`config.mk`:
```
export PLATFORM = sky130hd
export DESIGN_NAME = serial_addsub
export DESIGN_NICKNAME = d
export VERILOG_FILES = /design/src/rtl/alu_pkg.sv /design/src/rtl/addsub_slice.sv /design/src/rtl/serial_addsub.sv
export SDC_FILE = /design/constraint.sdc
export NUM_CORES = 1
export LEC_CHECK = 0
export CAP_MARGIN = 20
export CORE_MARGIN = 8
export CORE_UTILIZATION = 30
export CTS_CLUSTER_DIAMETER = 60
export DETAILED_ROUTE_END_ITERATION = 8
export HOLD_SLACK_MARGIN = 0.06
export MAX_ROUTING_LAYER = met4
export PLACE_DENSITY_LB_ADDON = 0.2
export SYNTH_ARGS = -nofsm -noshare
export SYNTH_HDL_FRONTEND = slang
export SYNTH_SLANG_ARGS = --single-unit
```
`constraint.sdc`:
```
create_clock -name clk -period 1.4 [get_ports clk]
set_input_delay 0.21 -clock clk [delete_from_list [all_inputs] [get_ports clk]]
set_output_delay 0.21 -clock clk [all_outputs]
set_load 0.03 [all_outputs]
```
`src/rtl/alu_pkg.sv`:
```
// Shared ALU encodings: operation select and sequencer FSM states.
// Latency: n/a (types and constants only).
// Backpressure: n/a.
package alu_pkg;

    localparam logic OP_ADD = 1'b0;
    localparam logic OP_SUB = 1'b1;

    typedef enum logic [1:0] {
        ST_IDLE = 2'd0,
        ST_RUN  = 2'd1,
        ST_DONE = 2'd2
    } state_t;

endpackage

```
`src/rtl/addsub_slice.sv`:
```
// Combinational ripple of full-adder / full-subtractor cells over one operand slice.
// Latency: purely combinational.
// Backpressure: none; result follows inputs.
module addsub_slice
    import alu_pkg::*;
#(
    parameter int BITS_PER_CYCLE = 1
) (
    input  logic [BITS_PER_CYCLE-1:0] a_s,
    input  logic [BITS_PER_CYCLE-1:0] b_s,
    input  logic                      cin,
    input  logic                      op,
    output logic [BITS_PER_CYCLE-1:0] r_s,
    output logic                      cout
);

    logic [BITS_PER_CYCLE:0] chain;

    assign chain[0] = cin;

    for (genvar i = 0; i < BITS_PER_CYCLE; i++) begin : g_cell
        logic p;
        assign p      = a_s[i] ^ b_s[i];
        assign r_s[i] = p ^ chain[i];
        // chain carries the carry for add and the borrow for subtract
        assign chain[i+1] = (op == OP_SUB)
                          ? ((~a_s[i] & b_s[i]) | (~p & chain[i]))
                          : ((a_s[i] & b_s[i])  | (p & chain[i]));
    end

    assign cout = chain[BITS_PER_CYCLE];

endmodule

```
`src/rtl/serial_addsub.sv`:
```
// Multi-cycle adder/subtractor, BITS_PER_CYCLE bits per clock LSB first; SERIAL_ADDSUB_OVF_EN adds signed overflow.
// Latency: start accepted in cycle 0 -> busy cycles 1..N -> done pulse cycle N+1 (N = WIDTH/BITS_PER_CYCLE).
// Backpressure: start is only honoured in IDLE; requests during RUN/DONE are dropped, not queued.
module serial_addsub
    import alu_pkg::*;
#(
    parameter int WIDTH          = 8,
    parameter int BITS_PER_CYCLE = 1
) (
    input  logic             clk,
    input  logic             rst,
    input  logic             start,
    input  logic             op,
    input  logic [WIDTH-1:0] a,
    input  logic [WIDTH-1:0] b,
    output logic             busy,
    output logic             done,
    output logic [WIDTH-1:0] result,
    output logic             cout,
    output logic             overflow
);

    localparam int N  = WIDTH / BITS_PER_CYCLE;
    localparam int CW = (N > 1) ? $clog2(N) : 1;
    localparam logic [CW-1:0] LAST = CW'(N - 1);

    state_t state, next_state;

    logic [CW-1:0]             cnt;
    logic [WIDTH-1:0]          a_sh;
    logic [WIDTH-1:0]          b_sh;
    logic                      op_q;
    logic                      carry;
    logic [BITS_PER_CYCLE-1:0] r_s;
    logic                      c_s;
    logic                      last_slice;
    logic                      accept;

    assign last_slice = (cnt == LAST);
    assign accept     = (state == ST_IDLE) && start;

    always_ff @(posedge clk) begin
        if (rst) begin
            state <= ST_IDLE;
        end else begin
            state <= next_state;
        end
    end

    always_comb begin
        next_state = state;
        busy       = 1'b0;
        done       = 1'b0;
        case (state)
            ST_IDLE: begin
                if (start) begin
                    next_state = ST_RUN;
                end
            end
            ST_RUN: begin
                busy = 1'b1;
                if (last_slice) begin
                    next_state = ST_DONE;
                end
            end
            ST_DONE: begin
                done       = 1'b1;
                next_state = ST_IDLE;
            end
            default: begin
                next_state = ST_IDLE;
            end
        endcase
    end

    addsub_slice #(
        .BITS_PER_CYCLE (BITS_PER_CYCLE)
    ) u_slice (
        .a_s  (a_sh[BITS_PER_CYCLE-1:0]),
        .b_s  (b_sh[BITS_PER_CYCLE-1:0]),
        .cin  (carry),
        .op   (op_q),
        .r_s  (r_s),
        .cout (c_s)
    );

    // Operands shift down so the current slice always sits at bit 0;
    // result fills from the top so the first slice lands at the LSB after N shifts.
    always_ff @(posedge clk) begin
        if (rst) begin
            cnt    <= '0;
            a_sh   <= '0;
            b_sh   <= '0;
            op_q   <= OP_ADD;
            carry  <= 1'b0;
            result <= '0;
        end else if (accept) begin
            cnt   <= '0;
            a_sh  <= a;
            b_sh  <= b;
            op_q  <= op;
            carry <= 1'b0;
        end else if (state == ST_RUN) begin
            result <= WIDTH'({r_s, result} >> BITS_PER_CYCLE);
            a_sh   <= a_sh >> BITS_PER_CYCLE;
            b_sh   <= b_sh >> BITS_PER_CYCLE;
            carry  <= c_s;
            cnt    <= last_slice ? '0 : cnt + 1'b1;
        end
    end

    assign cout = carry;

`ifdef SERIAL_ADDSUB_OVF_EN
    logic a_msb;
    logic b_msb;
    logic ovf_q;
    logic ovf_calc;

    // Final slice's top bit is the result MSB, so the flag is ready alongside done.
    always_comb begin
        ovf_calc = 1'b0;
        if (op_q == OP_SUB) begin
            ovf_calc = (a_msb != b_msb) && (r_s[BITS_PER_CYCLE-1] != a_msb);
        end else begin
            ovf_calc = (a_msb == b_msb) && (r_s[BITS_PER_CYCLE-1] != a_msb);
        end
    end

    always_ff @(posedge clk) begin
        if (rst) begin
            a_msb <= 1'b0;
            b_msb <= 1'b0;
            ovf_q <= 1'b0;
        end else if (accept) begin
            a_msb <= a[WIDTH-1];
            b_msb <= b[WIDTH-1];
        end else if ((state == ST_RUN) && last_slice) begin
            ovf_q <= ovf_calc;
        end
    end

    assign overflow = ovf_q;
`else
    assign overflow = 1'b0;
`endif

endmodule
```
==> flow_metrics.tcl, run 1 <==
set metrics [dict create \
    cp_max_fo 9 \
    grt_max_degree 21 \
    maxCapViolations 0 \
    cp-end-kind "primary output" \
    drive_gt1_frac 0.206 \
    dp_hpwl_um 2280 \
    grt_pass1_wl_um 5460 \
    cellInternalPower_mw 1.68 \
    viasPerCell 4.85 \
    ctsHtreeMaxLevel 2 \
    clk_latency_ns 0.29 \
    power.density_nw_per_um2 1150 \
    synthDominantCellAreaShare 0.452 \
    worstSetupPathType "reg2out" \
    critical_path_required_ns 1.19 \
    gp_congestion 0.719 \
    clkPwrFrac 0.407 \
    use_met2 0.153 \
    pwr-share-seq 0.435 \
    yosys.area.top_type "dfxtp_1" \
    die_area_um2 7000 \
    skew_ns 0.00898 \
    synth_fp_nets 185 \
    final_nets 222 \
    fin_hold_ws_ns 0.454 \
    grt_overflow 0 \
    critPathBufInv 3 \
    fmax_ghz 0.737 \
    totalWireLength_um 3360 \
    core_um2 4380 \
    hold_path.class "reg2reg" \
    synth-seq-area-share 0.452 \
    clk_path_buf_depth 2 \
    cp_data_arrival_time_ns 1.15 \
    syn_inst 161 \
    setup_viol 0 \
    cts_buffers 5 \
    num_rows 24 \
    cp_cell_sequence "nand2b_4, inv_4, buf_8, buf_6" \
    p_leak_nw 0.774 \
    worst_slack_ns 0.0431 \
    clkSinkCount 31 \
    multi_input_area_um2 682 \
    status "completed" \
    rsz0062_at_grt "yes" \
    slowest_stage "dfxtp_4" \
    dr.pass1.iters 4 \
    num_vias 1218 \
    startpoint_type "flop" \
    met3_usage 0.0313 \
    antenna_found_initial 0 \
    top_usage_layer "met2" \
    critPathMaxStageDelay_ns 0.36 \
    seq_area_um2 634 \
    start_util 0.313 \
    fill_cells 424 \
    p_sw_mw 0.550 \
    period_share 0.969 \
    clkTransAtPathRegs_ns 0.07 \
    synth_area_leaders "dfxtp_1 45%, a21oi_1 9.1%, nand2_1 9.0%" \
    io_pins 32 \
    slew_violations 0 \
    diodes 0 \
    p_sw_frac 0.246 \
    drt_iter0_drc 64 \
    syn-cell-area_um2 1370 \
    combPwrFrac 0.158 \
    grt_pass1_vias 1152 \
    routedWlPerCell_um 13.4 \
    r2r_slack_ns 0.05 \
    syn_area_per_cell_um2 8.53 \
    crit_family "flip-flops" \
    io_buffers 30 \
    cts_root_buffer "clkbuf_8" \
    die_h_um 83.6 \
    areaGrowthSynthToFinish_pct 41.3 \
    vdd_drop_max_uv 377 \
    ant_nets 0 \
    yosysUniqueCellTypes 29 \
    finalHoldViolCount 0 \
    pre_cts_slack_ns -0.201 \
    drc 0 \
    fp.dieW_um 83.6 \
    final.min_clock_period_ns 1.36 \
    ys_warn_count 0 \
    grt.total_usage 0.0971 \
    ys_ff_latch 31 \
    cts_tree "yes" \
    grt_use_met1 0.106 \
]
-- kinds of logic after synthesis --
| logic type | synth area share |
|---|---|
| flops | 0.452 |
| buf+inv | 0.0693 |
| simple gates | 0.222 |
| compound gates | 0.185 |
| mux | 0.0219 |
| fa+ha+maj | 0.0474 |
| other cells | 0.00273 |
-- per-layer routing --
layer	part of all wire	wire [µm]
met1	0.45	1510
met3	0.039	130
met5	0	0
met2	0.49	1650
met4	0.022	73
-- per-stage QoR --
stage	instance area (µm²)	TNS, ns	util	total power, mW	std cells
after detailed placement	1760	-3.33	0.401	1.32	241
after global placement	1760	-2.84	0.401	1.32	241
after CTS	1890	-0.0697	0.430	2.25	249
final	1940	0	0.442	2.23	251
after global routing	1940	-0.00355	0.442	2.34	251
after floorplan	1380	0	-	1.19	161
-- tightest hold or removal path, cell delays in order (launching register included) --
cell	delay [ns]
dfxtp_1	0.31
nand2_1	0.05
a211oi_1	0.05
-- layout by cell type, fill, tap and decap left out, types with 2 or more instances in the layout --
master,instances
or3b_2,2
mux2i_1,2
inv_2,2
dfxtp_1,26
buf_4,9
buf_12,3
clkdlybuf4s50_1,19
or2b_1,2
nand2_1,33
nor3_1,4
dfxtp_2,2
dfxtp_4,3
nor2_1,16
a211oi_1,12
dlygate4sd2_1,9
nand3_1,2
a21oi_1,25
clkbuf_8,6
-- Yosys cell counts --
| cell | n |
|---|---|
| nor2_1 | 16 |
| dfxtp_1 | 31 |
| nand3_1 | 2 |
| or2b_1 | 2 |
| nor3b_1 | 1 |
| nor3b_4 | 1 |
| ha_1 | 2 |
| inv_1 | 4 |
| nand2_1 | 33 |
| buf_2 | 3 |
| mux2i_1 | 3 |
| clkbuf_1 | 3 |
| nand2b_2 | 1 |
| a211oi_1 | 12 |
| or3b_2 | 2 |
| clkbuf_2 | 1 |
| o21a_1 | 1 |
| buf_6 | 3 |
| or3_1 | 1 |
| or3b_1 | 1 |
| o21ba_2 | 1 |
| nor3_1 | 4 |
| fa_1 | 2 |
| buf_4 | 2 |
| a21oi_1 | 25 |
| and2b_1 | 1 |
| conb_1 | 1 |
| a211oi_2 | 1 |
| a2111oi_0 | 1 |
-- flip-flops by register name, indices dropped and copies added (netlist names) --
signal / flops
cnt: 3
a_sh: 8
b_sh: 8
result: 8
cout: 1
op_q: 1
state: 2
-- timing repair --
action,CTS,global route
setup buffers,0,2
resized for setup,19,10
endpoints found under the setup margin,14,4
hold buffers,0,0
pin swaps,0,2
-- area by class of cell --
class                   count  share of cell area
well taps                  52              0.0335
clock inverters             2              0.0181
multi-input cells         114               0.352
inverters                   4             0.00903
flip-flops and latches     31               0.327
clock buffers               6              0.0426
repair buffers             42               0.218
-- power by group through the flow --
stage          clock (mW)  combinational, mW  sequential, mW
3_3_place_gp            0              0.328           0.987
2_1_floorplan           0              0.197           0.993
3_5_place_dp            0              0.332           0.991
4_1_cts             0.935              0.342           0.972
6_report            0.910              0.353           0.971
5_1_grt             0.976              0.384           0.978
-- path summary, 6_finish.rpt --
path	from	endpoint	depth (start not counted)
worst max-delay path	state[1]	busy	4
worst min-delay path	a_sh[2]	a_sh[1]	2
worst max register to register	state[1]	a_sh[6]	5
worst min register to register	a_sh[2]	a_sh[1]	2
(Power assumes the default switching activity.)
==> inputs of run 2 (changes only) <==
--- a/config.mk
+++ b/config.mk
@@ -5,11 +5,13 @@
 export SDC_FILE = /design/constraint.sdc
 export NUM_CORES = 1
 export LEC_CHECK = 0
+export ABC_AREA = 1
 export CAP_MARGIN = 20
 export CORE_MARGIN = 8
 export CORE_UTILIZATION = 30
 export CTS_CLUSTER_DIAMETER = 60
 export DETAILED_ROUTE_END_ITERATION = 8
+export GPL_TIMING_DRIVEN = 0
 export HOLD_SLACK_MARGIN = 0.06
 export MAX_ROUTING_LAYER = met4
 export PLACE_DENSITY_LB_ADDON = 0.2
==> constraint.sdc (replaced) <==
create_clock -name clk -period 1.4 [get_ports clk]
set_input_delay 0.28 -clock clk [delete_from_list [all_inputs] [get_ports clk]]
set_output_delay 0.28 -clock clk [all_outputs]
set_load 0.03 [all_outputs]
==> run 2 against run 1 <==
- power increased by 5.7%
- synthesized area increased by 13%
- clock-buffer cell count unchanged
- non-clock buffer count rose by 5
- largest power group unchanged
- synthesized cell count is 31% higher
- critical endpoint is now done
- fmax decreased by 1.7%
- core utilization shrank 2.6 points
- via count increased by 15%
==> flow_metrics.tcl, run 2 <==
set metrics [dict create \
    synth_edf_count 0 \
    reg2regPathDepth 6 \
    grt_pass1_wl_um 6260 \
    synthDominantCellAreaShare 0.400 \
    num_vias 1395 \
    p_leak_nw 0.977 \
    synth_compound_area_frac 0.130 \
    io_pins 32 \
    syn_area_per_cell_um2 7.35 \
    synth-adder-area-share 0.0420 \
    final_nets 276 \
    finalHoldViolCount 0 \
    core_um2 5040 \
    clk_path_buf_depth 2 \
    drive_gt1_frac 0.213 \
    totalWireLength_um 3600 \
    synth_xor_area_frac 0 \
    antenna_found_initial 0 \
    skew_ns 0.00719 \
    synth_most_common_cell "nand2_1" \
    areaGrowthSynthToFinish_pct 35.4 \
    yosys.area.top_type "dfxtp_1" \
    drc 0 \
    top_usage_layer "met2" \
    hold_path_depth 2 \
    start_util 0.307 \
    pre_cts_slack_ns -0.446 \
    rsz0062_at_grt "yes" \
    ys_ff_latch 31 \
    placed_cell_area_um2 1920 \
    worstSetupPathType "reg2out" \
    syn-cell-area_um2 1550 \
    synth-seq-area-share 0.400 \
    final_cell_mix "53 x nand2_1, 29 x dfxtp_1, 26 x nand3_1" \
    dp_hpwl_um 2550 \
    cts_root_buffer "clkbuf_8" \
    clkSinkCount 31 \
    synth_simple_gate_area_frac 0.311 \
    setup_tns_ns 0 \
    cp-end-kind "primary output" \
    synth_area_leaders "dfxtp_1 40%, nand2_1 13%, nand3_1 8.4%" \
    power.density_nw_per_um2 1130 \
    gp_congestion 0.718 \
    final.min_clock_period_ns 1.38 \
    yosysUniqueCellTypes 23 \
    grt_max_degree 15 \
    die_area_um2 7720 \
    synth_fp_nets 235 \
    diodes 0 \
    ant_nets 0 \
    power_mw 2.36 \
    clkTransAtPathRegs_ns 0.07 \
    cts_tree "yes" \
    fmax_ghz 0.724 \
    slew_violations 0 \
    cp_max_fo 10 \
    status "completed" \
    fp.dieW_um 87.9 \
    cts_buffers 5 \
    postCtsHoldBufs 0 \
    cp_data_arrival_time_ns 1.10 \
    grt_use_met1 0.125 \
    period_share 0.986 \
    grt_pass1_vias 1368 \
    clk_latency_ns 0.29 \
    worst_slack_ns 0.0190 \
    setup_viol 0 \
    maxCapViolations 0 \
    routedWlPerCell_um 11.2 \
    met3_usage 0.0432 \
    synth_top_family_by_area "simple AND/OR/NAND/NOR gates" \
    drt_iter0_drc 59 \
    ys_top_cells_by_count "53 x nand2_1, 31 x dfxtp_1, 26 x nand3_1" \
    use_met2 0.162 \
    ctsHtreeMaxLevel 2 \
    layout_commonest_cell "nand2_1" \
    die_h_um 87.9 \
    dr.pass1.iters 4 \
    startpoint_type "flop" \
    io_buffers 28 \
    critical_path_required_ns 1.12 \
    synthMuxAreaShare 0 \
    finalInstanceArea_um2 2100 \
    hold_path.class "in2reg" \
    ys_warn_count 0 \
    viasPerCell 4.32 \
    syn_inst 211 \
    ys_async_sr_fraction 0 \
    vdd_drop_max_uv 496 \
    synthFlopType "dfxtp_1" \
    num_rows 26 \
    grt.total_usage 0.107 \
    reg_top3 "a_sh: 8 flops, b_sh: 8 flops, result: 8 flops" \
    grt_overflow 0 \
]
## run 2: changes by cell type after synthesis, sizes merged, moves of 4 or more
cell | before | now
nand3 | 2 | 26
nand2 | 33 | 57
inv | 4 | 22
a211oi | 13 | 0
buf | 8 | 12
a21oi | 25 | 19
o21ai | 0 | 10
nor2 | 16 | 26
## run 2: kinds of logic (layout without fill, tap and decap cells)
kind of cell	Yosys count	after routing
buf+inv	35	77
flops	31	31
simple gates	110	110
fa+ha+maj	4	4
other cells	1	1
compound gates	30	30
## run 2: area by class of cell
| type | count | area [µm²] |
|---|---|---|
| Fill cell | 546 | 2940 |
| Multi-Input combinational cell | 145 | 759 |
| Sequential cell | 31 | 626 |
| Timing Repair Buffer | 35 | 320 |
| Buffer | 12 | 104 |
| Tap cell | 70 | 87.6 |
| Inverter | 22 | 85.1 |
| Clock buffer | 6 | 82.6 |
| Clock inverter | 2 | 35.0 |
## run 2: repair_timing
item	in CTS	in global routing
endpoints found under the setup margin	11	13
setup buffers	3	4
pin swaps	1	2
gates resized for setup	34	4
## run 2: final timing paths
check | slack, ns | endpoint | from
worst max-delay path | 0.02 | done | state[0]
worst min-delay path | 0.31 | b_sh[4] | rst
worst max register to register | 0.11 | b_sh[6] | state[0]
worst min register to register | 0.47 | cnt[2] | cnt[2]
## run 2: per-stage QoR
stage	hold WS, ns	utilization	cells
floorplan	0.423	-	211
global placement	0.457	0.380	309
detailed placement	0.459	0.380	309
CTS	0.307	0.411	319
global route	0.322	0.416	323
finish	0.312	0.416	323
## run 2: critical path: stages, from the launching register on
cell and delay, ns:
dfxtp_2 0.32, buf_6 0.12, buf_8 0.13, nor2_4 0.11
buf_6 0.13
## run 2: where the power goes
| group | switching, mW | internal (mW) |
|---|---|---|
| Clock | 0.350 | 0.576 |
| Sequential | 0.0383 | 0.945 |
| Combinational | 0.252 | 0.201 |
## run 2: routing by layer
metal  share of wire  vias to the layer above
met4           0.015                        0
met3           0.059                        5
met2            0.44                       30
li1                -                      742
met5               0                        -
met1            0.48                      618
==> inputs of run 3 (changes only) <==
--- a/config.mk
+++ b/config.mk
@@ -9,7 +9,6 @@
 export CAP_MARGIN = 20
 export CORE_MARGIN = 8
 export CORE_UTILIZATION = 30
-export CTS_CLUSTER_DIAMETER = 60
 export DETAILED_ROUTE_END_ITERATION = 8
 export GPL_TIMING_DRIVEN = 0
 export HOLD_SLACK_MARGIN = 0.06
==> results of run 3 <==
The final DEF is identical to that of run 2; final timing and power are the same.
